===== config.mk =====
export PLATFORM = sky130hd
export DESIGN_NAME = audio_stereo_gain
export DESIGN_NICKNAME = d
export VERILOG_FILES = /design/src/rtl/audio_fx_pkg.sv /design/src/rtl/audio_gain_sat.sv /design/src/rtl/audio_stereo_gain.sv
export SDC_FILE = /design/constraint.sdc
export NUM_CORES = 2
export LEC_CHECK = 0
export CORE_UTILIZATION = 40
export DETAILED_ROUTE_END_ITERATION = 12
export HOLD_SLACK_MARGIN = 0.1
export PLACE_DENSITY = 0.55
export SETUP_SLACK_MARGIN = 0.05
export SLEW_MARGIN = 15
export SYNTH_ARGS = -nofsm -noshare
export SYNTH_HDL_FRONTEND = slang
export SYNTH_SLANG_ARGS = --single-unit

===== constraint.sdc =====
create_clock -name clk -period 15 [get_ports clk]
set_input_delay 4.5 -clock clk [delete_from_list [all_inputs] [get_ports clk]]
set_output_delay 4.5 -clock clk [all_outputs]
set_load 0.05 [all_outputs]

===== src/rtl/audio_fx_pkg.sv =====
// Shared constants and the frame-sequencing state type for the stereo gain stage.
package audio_fx_pkg;

    localparam int SAMPLE_W  = 24;
    localparam int GAIN_W    = 16;
    localparam int GAIN_FRAC = 14;

    localparam logic [SAMPLE_W-1:0] SMP_MAX    = 24'h7FFFFF;
    localparam logic [SAMPLE_W-1:0] SMP_MIN    = 24'h800000;
    localparam logic [GAIN_W-1:0]   GAIN_UNITY = 16'h4000;

    typedef enum logic [1:0] {
        COLLECT = 2'd0,
        MULT    = 2'd1,
        SAT     = 2'd2,
        OUT     = 2'd3
    } state_e;

endpackage


===== src/rtl/audio_gain_sat.sv =====
// One channel: registered sample*gain product, then round-half-up and clamp to
// the signed sample range, flagging when the clamp engaged.
module audio_gain_sat
    import audio_fx_pkg::*;
(
    input  logic                clk,
    input  logic                reset,
    input  logic                load_i,
    input  logic [SAMPLE_W-1:0] sample_i,
    input  logic [GAIN_W-1:0]   gain_i,
    output logic [SAMPLE_W-1:0] result_o,
    output logic                clip_o
);

    localparam int PW = SAMPLE_W + GAIN_W + 1;
    localparam logic signed [PW-1:0] HALF    = PW'(1 << (GAIN_FRAC - 1));
    localparam logic signed [PW-1:0] MAX_EXT = PW'($signed(SMP_MAX));
    localparam logic signed [PW-1:0] MIN_EXT = PW'($signed(SMP_MIN));

    logic signed [PW-1:0] p_q, p_d;
    logic signed [PW-1:0] rnd;

    // Gain is unsigned, so it is zero-extended by one bit before the signed multiply.
    always_comb begin
        p_d = p_q;
        if (load_i) begin
            p_d = PW'($signed(sample_i)) * PW'($signed({1'b0, gain_i}));
        end
    end

    always_ff @(posedge clk or negedge reset) begin
        if (!reset) begin
            p_q <= '0;
        end else begin
            p_q <= p_d;
        end
    end

    always_comb begin
        rnd      = (p_q + HALF) >>> GAIN_FRAC;
        result_o = rnd[SAMPLE_W-1:0];
        clip_o   = 1'b0;
        if (rnd > MAX_EXT) begin
            result_o = SMP_MAX;
            clip_o   = 1'b1;
        end else if (rnd < MIN_EXT) begin
            result_o = SMP_MIN;
            clip_o   = 1'b1;
        end
    end

endmodule


===== src/rtl/audio_stereo_gain.sv =====
// Stereo gain/mute stage: gathers an L/R pair from independent ADC streams,
// scales both by a common gain, and holds the frame until both DAC sides accept it.
module audio_stereo_gain
    import audio_fx_pkg::*;
#(
    parameter int CLIP_W = 16
) (
    input  logic                clk,
    input  logic                reset,
    input  logic [SAMPLE_W-1:0] adc_l_data,
    input  logic                adc_l_valid,
    output logic                adc_l_ready,
    input  logic [SAMPLE_W-1:0] adc_r_data,
    input  logic                adc_r_valid,
    output logic                adc_r_ready,
    output logic [SAMPLE_W-1:0] dac_l_data,
    output logic                dac_l_valid,
    input  logic                dac_l_ready,
    output logic [SAMPLE_W-1:0] dac_r_data,
    output logic                dac_r_valid,
    input  logic                dac_r_ready,
    input  logic [GAIN_W-1:0]   gain,
    input  logic                mute,
    output logic [CLIP_W-1:0]   clip_count,
    output logic [1:0]          dbg_state
);

    // Every stream uses valid/ready: a beat transfers on a rising clk edge where
    // both are high; a producer holds data stable while valid is high and unaccepted.

    state_e              state_q, state_d;
    logic                l_cap_q, l_cap_d, r_cap_q, r_cap_d;
    logic [SAMPLE_W-1:0] l_smp_q, l_smp_d, r_smp_q, r_smp_d;
    logic                l_rdy_q, l_rdy_d, r_rdy_q, r_rdy_d;
    logic                mute_q, mute_d;
    logic [SAMPLE_W-1:0] l_out_q, l_out_d, r_out_q, r_out_d;
    logic                l_vld_q, l_vld_d, r_vld_q, r_vld_d;
    logic [CLIP_W-1:0]   clip_q, clip_d;

    logic [SAMPLE_W-1:0] l_res, r_res;
    logic                l_clip, r_clip;
    logic [1:0]          n_clip;
    logic [CLIP_W:0]     clip_sum;
    logic                load_mult;

    assign load_mult = (state_q == MULT);

    audio_gain_sat u_sat_l (
        .clk      (clk),
        .reset    (reset),
        .load_i   (load_mult),
        .sample_i (l_smp_q),
        .gain_i   (gain),
        .result_o (l_res),
        .clip_o   (l_clip)
    );

    audio_gain_sat u_sat_r (
        .clk      (clk),
        .reset    (reset),
        .load_i   (load_mult),
        .sample_i (r_smp_q),
        .gain_i   (gain),
        .result_o (r_res),
        .clip_o   (r_clip)
    );

    assign n_clip   = {1'b0, l_clip} + {1'b0, r_clip};
    assign clip_sum = {1'b0, clip_q} + {{(CLIP_W-1){1'b0}}, n_clip};

    always_comb begin
        state_d = state_q;
        l_cap_d = l_cap_q;
        r_cap_d = r_cap_q;
        l_smp_d = l_smp_q;
        r_smp_d = r_smp_q;
        mute_d  = mute_q;
        l_out_d = l_out_q;
        r_out_d = r_out_q;
        l_vld_d = l_vld_q;
        r_vld_d = r_vld_q;
        clip_d  = clip_q;
        case (state_q)
            COLLECT: begin
                if (adc_l_valid && l_rdy_q) begin
                    l_cap_d = 1'b1;
                    l_smp_d = adc_l_data;
                end
                if (adc_r_valid && r_rdy_q) begin
                    r_cap_d = 1'b1;
                    r_smp_d = adc_r_data;
                end
                if (l_cap_d && r_cap_d) begin
                    state_d = MULT;
                end
            end
            MULT: begin
                mute_d  = mute;
                state_d = SAT;
            end
            SAT: begin
                l_out_d = mute_q ? '0 : l_res;
                r_out_d = mute_q ? '0 : r_res;
                l_vld_d = 1'b1;
                r_vld_d = 1'b1;
                if (!mute_q) begin
                    clip_d = clip_sum[CLIP_W] ? {CLIP_W{1'b1}} : clip_sum[CLIP_W-1:0];
                end
                state_d = OUT;
            end
            OUT: begin
                if (dac_l_ready) begin
                    l_vld_d = 1'b0;
                end
                if (dac_r_ready) begin
                    r_vld_d = 1'b0;
                end
                if (!l_vld_d && !r_vld_d) begin
                    state_d = COLLECT;
                    l_cap_d = 1'b0;
                    r_cap_d = 1'b0;
                end
            end
            default: begin
                state_d = COLLECT;
            end
        endcase
        // Registered readies keep them low through reset and rise one cycle later.
        l_rdy_d = (state_d == COLLECT) && !l_cap_d;
        r_rdy_d = (state_d == COLLECT) && !r_cap_d;
    end

    always_ff @(posedge clk or negedge reset) begin
        if (!reset) begin
            state_q <= COLLECT;
            l_cap_q <= 1'b0;
            r_cap_q <= 1'b0;
            l_smp_q <= '0;
            r_smp_q <= '0;
            l_rdy_q <= 1'b0;
            r_rdy_q <= 1'b0;
            mute_q  <= 1'b0;
            l_out_q <= '0;
            r_out_q <= '0;
            l_vld_q <= 1'b0;
            r_vld_q <= 1'b0;
            clip_q  <= '0;
        end else begin
            state_q <= state_d;
            l_cap_q <= l_cap_d;
            r_cap_q <= r_cap_d;
            l_smp_q <= l_smp_d;
            r_smp_q <= r_smp_d;
            l_rdy_q <= l_rdy_d;
            r_rdy_q <= r_rdy_d;
            mute_q  <= mute_d;
            l_out_q <= l_out_d;
            r_out_q <= r_out_d;
            l_vld_q <= l_vld_d;
            r_vld_q <= r_vld_d;
            clip_q  <= clip_d;
        end
    end

    assign adc_l_ready = l_rdy_q;
    assign adc_r_ready = r_rdy_q;
    assign dac_l_data  = l_out_q;
    assign dac_r_data  = r_out_q;
    assign dac_l_valid = l_vld_q;
    assign dac_r_valid = r_vld_q;
    assign clip_count  = clip_q;
    assign dbg_state   = state_q;

endmodule


==> out/metrics.csv <==
stage,metric,value,unit
clock_tree,Clock transition at path regs,0.09,ns
placed_design,dpl ws,3.55,ns
timing,total negative slack,0,ns
die,Initial Util,0.405,
synthesis,yosys synthesis warning count,0,
worst_setup_path,CP max stage cell,fa_1,
timing,final worst path period share,0.730,
worst_setup_path,CP endpoint kind,register,
clock_tree,total CTS buffers,17,
outcome,status,"complete, no violations",
placed_design,Placer Congestion,0.836,
timing,hold_ws,0.522,ns
worst_setup_path,r2r setup slk,7.91,ns
final_layout,layout cells sized above 1,0.0555,
clock_tree,Post-CTS Hold Fix Bufs,0,
job,max-cap violations,0,
detailed_routing,drt via density,4.94,
timing,post-layout min period,10.96,ns
worst_setup_path,Worst R2R Path Depth,18,
detailed_routing,post-route ant nets,0,
synthesis,post-synthesis sequential area ratio,0.126,
timing,skew final,0.0238,ns
worst_setup_path,WP data arrival,11.34,ns
min_path,Tightest Hold Check Type,register to register,
global_route,antenna violations before repair,2,
synthesis,async set-reset flop share out of synthesis,1.00,
synthesis,Mapped Cells,3729,
die,num ports,141,
global_route,Global Route Usage Sum,0.216,
detailed_routing,DR WL/cell,18.2,um
worst_setup_path,Worst R2R Start,r_smp_q[12],
timing,Fmax achieved,91.3,MHz
final_layout,nets,4783,
final_layout,Antenna diodes,0,
timing,final hold vios,0,
clock_tree,clk buf depth,2,
synthesis,Unique masters post-synth,74,
timing,max-slew violation count,0,
worst_setup_path,critical path's most frequent cell,fa_1,
clock_tree,CTS root buffer,clkbuf_16,
synthesis,Post-Syn Area,35200,um^2
detailed_routing,Initial DRC Count,1299,
synthesis,Synth Register Bits,177,
die,die area,89100,um^2
synthesis,number of synthesized flops with an enable pin,0,
placed_design,Detail Placement HPWL,67800,um
clock_tree,CTS tree,yes,
timing,Tightest Pin Transition,1.12,ns
worst_setup_path,crit start category,input pin,
global_route,grt total ovfl,0,
die,core footprint,86900,um^2
placed_design,Port Buf Inserts,140,
timing,worst rel slew slack,0.244,
detailed_routing,drt total wl,89700,um
worst_setup_path,crit path cell chain,"clkdlybuf4s50_1, buf_4, nand2_1, fa_1, fa_1, inv_1, fa_1, inv_1, fa_1, fa_1, fa_1, inv_1, ha_1, and4_1, or3b_2, o21ai_2, a2111oi_4, o21ai_1, o221ai_1, and2_1, a22o_1",
worst_setup_path,reg2reg end,u_sat_r.p_q[39],
clock_tree,htree depth,4,
worst_setup_path,CP peak stage delay,0.55,ns
synthesis,synthesized area per cell,9.43,um^2
final_layout,FILL cells,8618,
clock_tree,postcts setup bufs,0,
detailed_routing,DRC,0,
worst_setup_path,Crit path required time,15.39,ns
worst_setup_path,"Worst Path Class, Setup",input pin to register,
clock_tree,Worst-Skew Late Latency,0.51,ns
timing,Final Setup Violations,0,
synthesis,Most used DFF post-synth,dfrtp_1,
global_route,largest net degree at the start of global routing,69,
timing,RSZ-0062 raised after global routing,no,
detailed_routing,DR pass1 iterations,5,
min_path,HP Start,u_sat_r.p_q[17],
timing,Worst Slack Setup Final,4.04,ns
die,Die Y,299,um
synthesis,Synth Net Count,4757,
die,width of the die,299,um
global_route,vias in the first global route,26500,
clock_tree,clock sink count,177,
final_layout,area growth from synthesis to layout,8.41,%
worst_setup_path,Critical Path Start,gain[5],
die,Std-Cell Rows,108,
worst_setup_path,Crit Path Max Fanout,48,
global_route,first-pass GRT wire length,149000,um
detailed_routing,DR vias,24300,
clock_tree,number of gates resized after CTS,0,
worst_setup_path,crit path capture,u_sat_r.p_q[35],
worst min path at each step:
stage / slack (ns) / endpoint / depth (start not counted)
floorplan: 0.47 / u_sat_r.p_q[17] / 2
global placement: 0.51 / u_sat_r.p_q[17] / 2
detailed placement: 0.51 / u_sat_r.p_q[17] / 2
CTS: 0.53 / dac_r_data[0] / 2
global route: 0.54 / dac_r_data[0] / 2
finish: 0.52 / u_sat_r.p_q[17] / 2
critical path, delay by kind of cell:
kind	cells	cell delay (ns)
adders and majority gates	7	3.35
buffers and inverters	5	1.07
and+or+nand+nor	4	1.09
AOI/OAI and AO/OA	5	1.32
registers in the layout, indices dropped and copies added, names as in the netlist:
signal and count:
u_sat_l.p_q 28, dac_r_valid 1, mute_q 1, r_cap_q 1
r_smp_q 24, u_sat_r.p_q 28, adc_r_ready 1, l_cap_q 1
dac_r_data 24, dac_l_data 24, dac_l_valid 1, dbg_state 2
clip_count 16, adc_l_ready 1, l_smp_q 24
per-layer routing:
metal	global-route usage	part of all wire	vias up
li1	-	-	11100
met1	0.292	0.44	12600
met2	0.351	0.48	571
met3	0.0473	0.063	93
met4	0.0551	0.020	2
met5	0	0.00014	-
cell type report:
cell class                 instances  area (um^2)  share of cell area
inverter                         939         3520              0.0924
timing repair buffer             170         1580              0.0413
clock buffer                      18          439              0.0115
sequential                       177         4430               0.116
clock inverter                    14          160             0.00420
tap                             1155         1450              0.0379
multi-input combinational       2450        26600               0.696
Yosys cell counts, drive strengths merged, types with 6 or more instances:
| cell type | instances | area, um^2 |
|---|---|---|
| o221ai | 50 | 563 |
| mux2 | 85 | 957 |
| dfrtp | 177 | 4430 |
| a21oi | 60 | 300 |
| and3 | 18 | 118 |
| o21ai | 28 | 151 |
| nand4 | 15 | 109 |
| a31oi | 9 | 62.6 |
| o22ai | 6 | 37.5 |
| nand2b | 7 | 43.8 |
| or3 | 6 | 42.5 |
| a211oi | 7 | 82.6 |
| and2 | 293 | 1830 |
| clkbuf | 152 | 571 |
| nand2 | 559 | 2110 |
| nor3 | 16 | 80.1 |
| inv | 939 | 3520 |
| nor2b | 8 | 50.1 |
| xnor2 | 71 | 622 |
| ha | 206 | 2580 |
| nand3 | 45 | 238 |
| a21o | 23 | 173 |
| nor2 | 56 | 210 |
| a221oi | 7 | 67.6 |
| fa | 751 | 15000 |
| o21a | 7 | 52.6 |
| xor2 | 45 | 394 |
| buf | 11 | 103 |
| o21bai | 12 | 90.1 |
| o31ai | 6 | 50.1 |
kinds of logic after synthesis:
logic type,after synthesis,share of synthesized area
muxes,85,0.0272
xor gates and xnor gates,116,0.0289
adders and majority gates,957,0.501
DFF,177,0.126
buffers and inverters,1102,0.119
and+or+nand+nor,1048,0.144
AOI/OAI and AO/OA,244,0.0541
cell usage in the layout (no fill, tap or decap), types with 6 or more instances in the layout:
cell / count
nand4_1: 14
inv_1: 939
clkbuf_16: 17
o21bai_1: 12
ha_1: 204
xnor2_1: 71
dfrtp_1: 177
and2_1: 293
xor2_1: 45
and3_1: 17
buf_4: 30
clkdlybuf4s50_1: 128
mux2_2: 85
o221ai_2: 20
a221oi_1: 6
nand2b_1: 7
nor2b_1: 8
nand3_1: 43
nand2_1: 558
buf_2: 11
nor3_1: 16
o21ai_0: 24
o21a_1: 7
o22ai_1: 6
a21o_1: 23
nor2_1: 56
fa_1: 751
a21oi_1: 60
o221ai_1: 30
a31oi_1: 8
through the flow:
step                      instances  utilization  instance area [um^2]
final                          4923        0.439                 38100
after global routing           4923        0.439                 38100
after CTS                      4923        0.439                 38100
after detailed placement       4891        0.432                 37500
after global placement         4891        0.432                 37500
after floorplan                3729            -                 35200
Power is left out: the tool's default activity adds up to more than one toggle a clock period on the data nets, which glitch-free logic cannot reach.
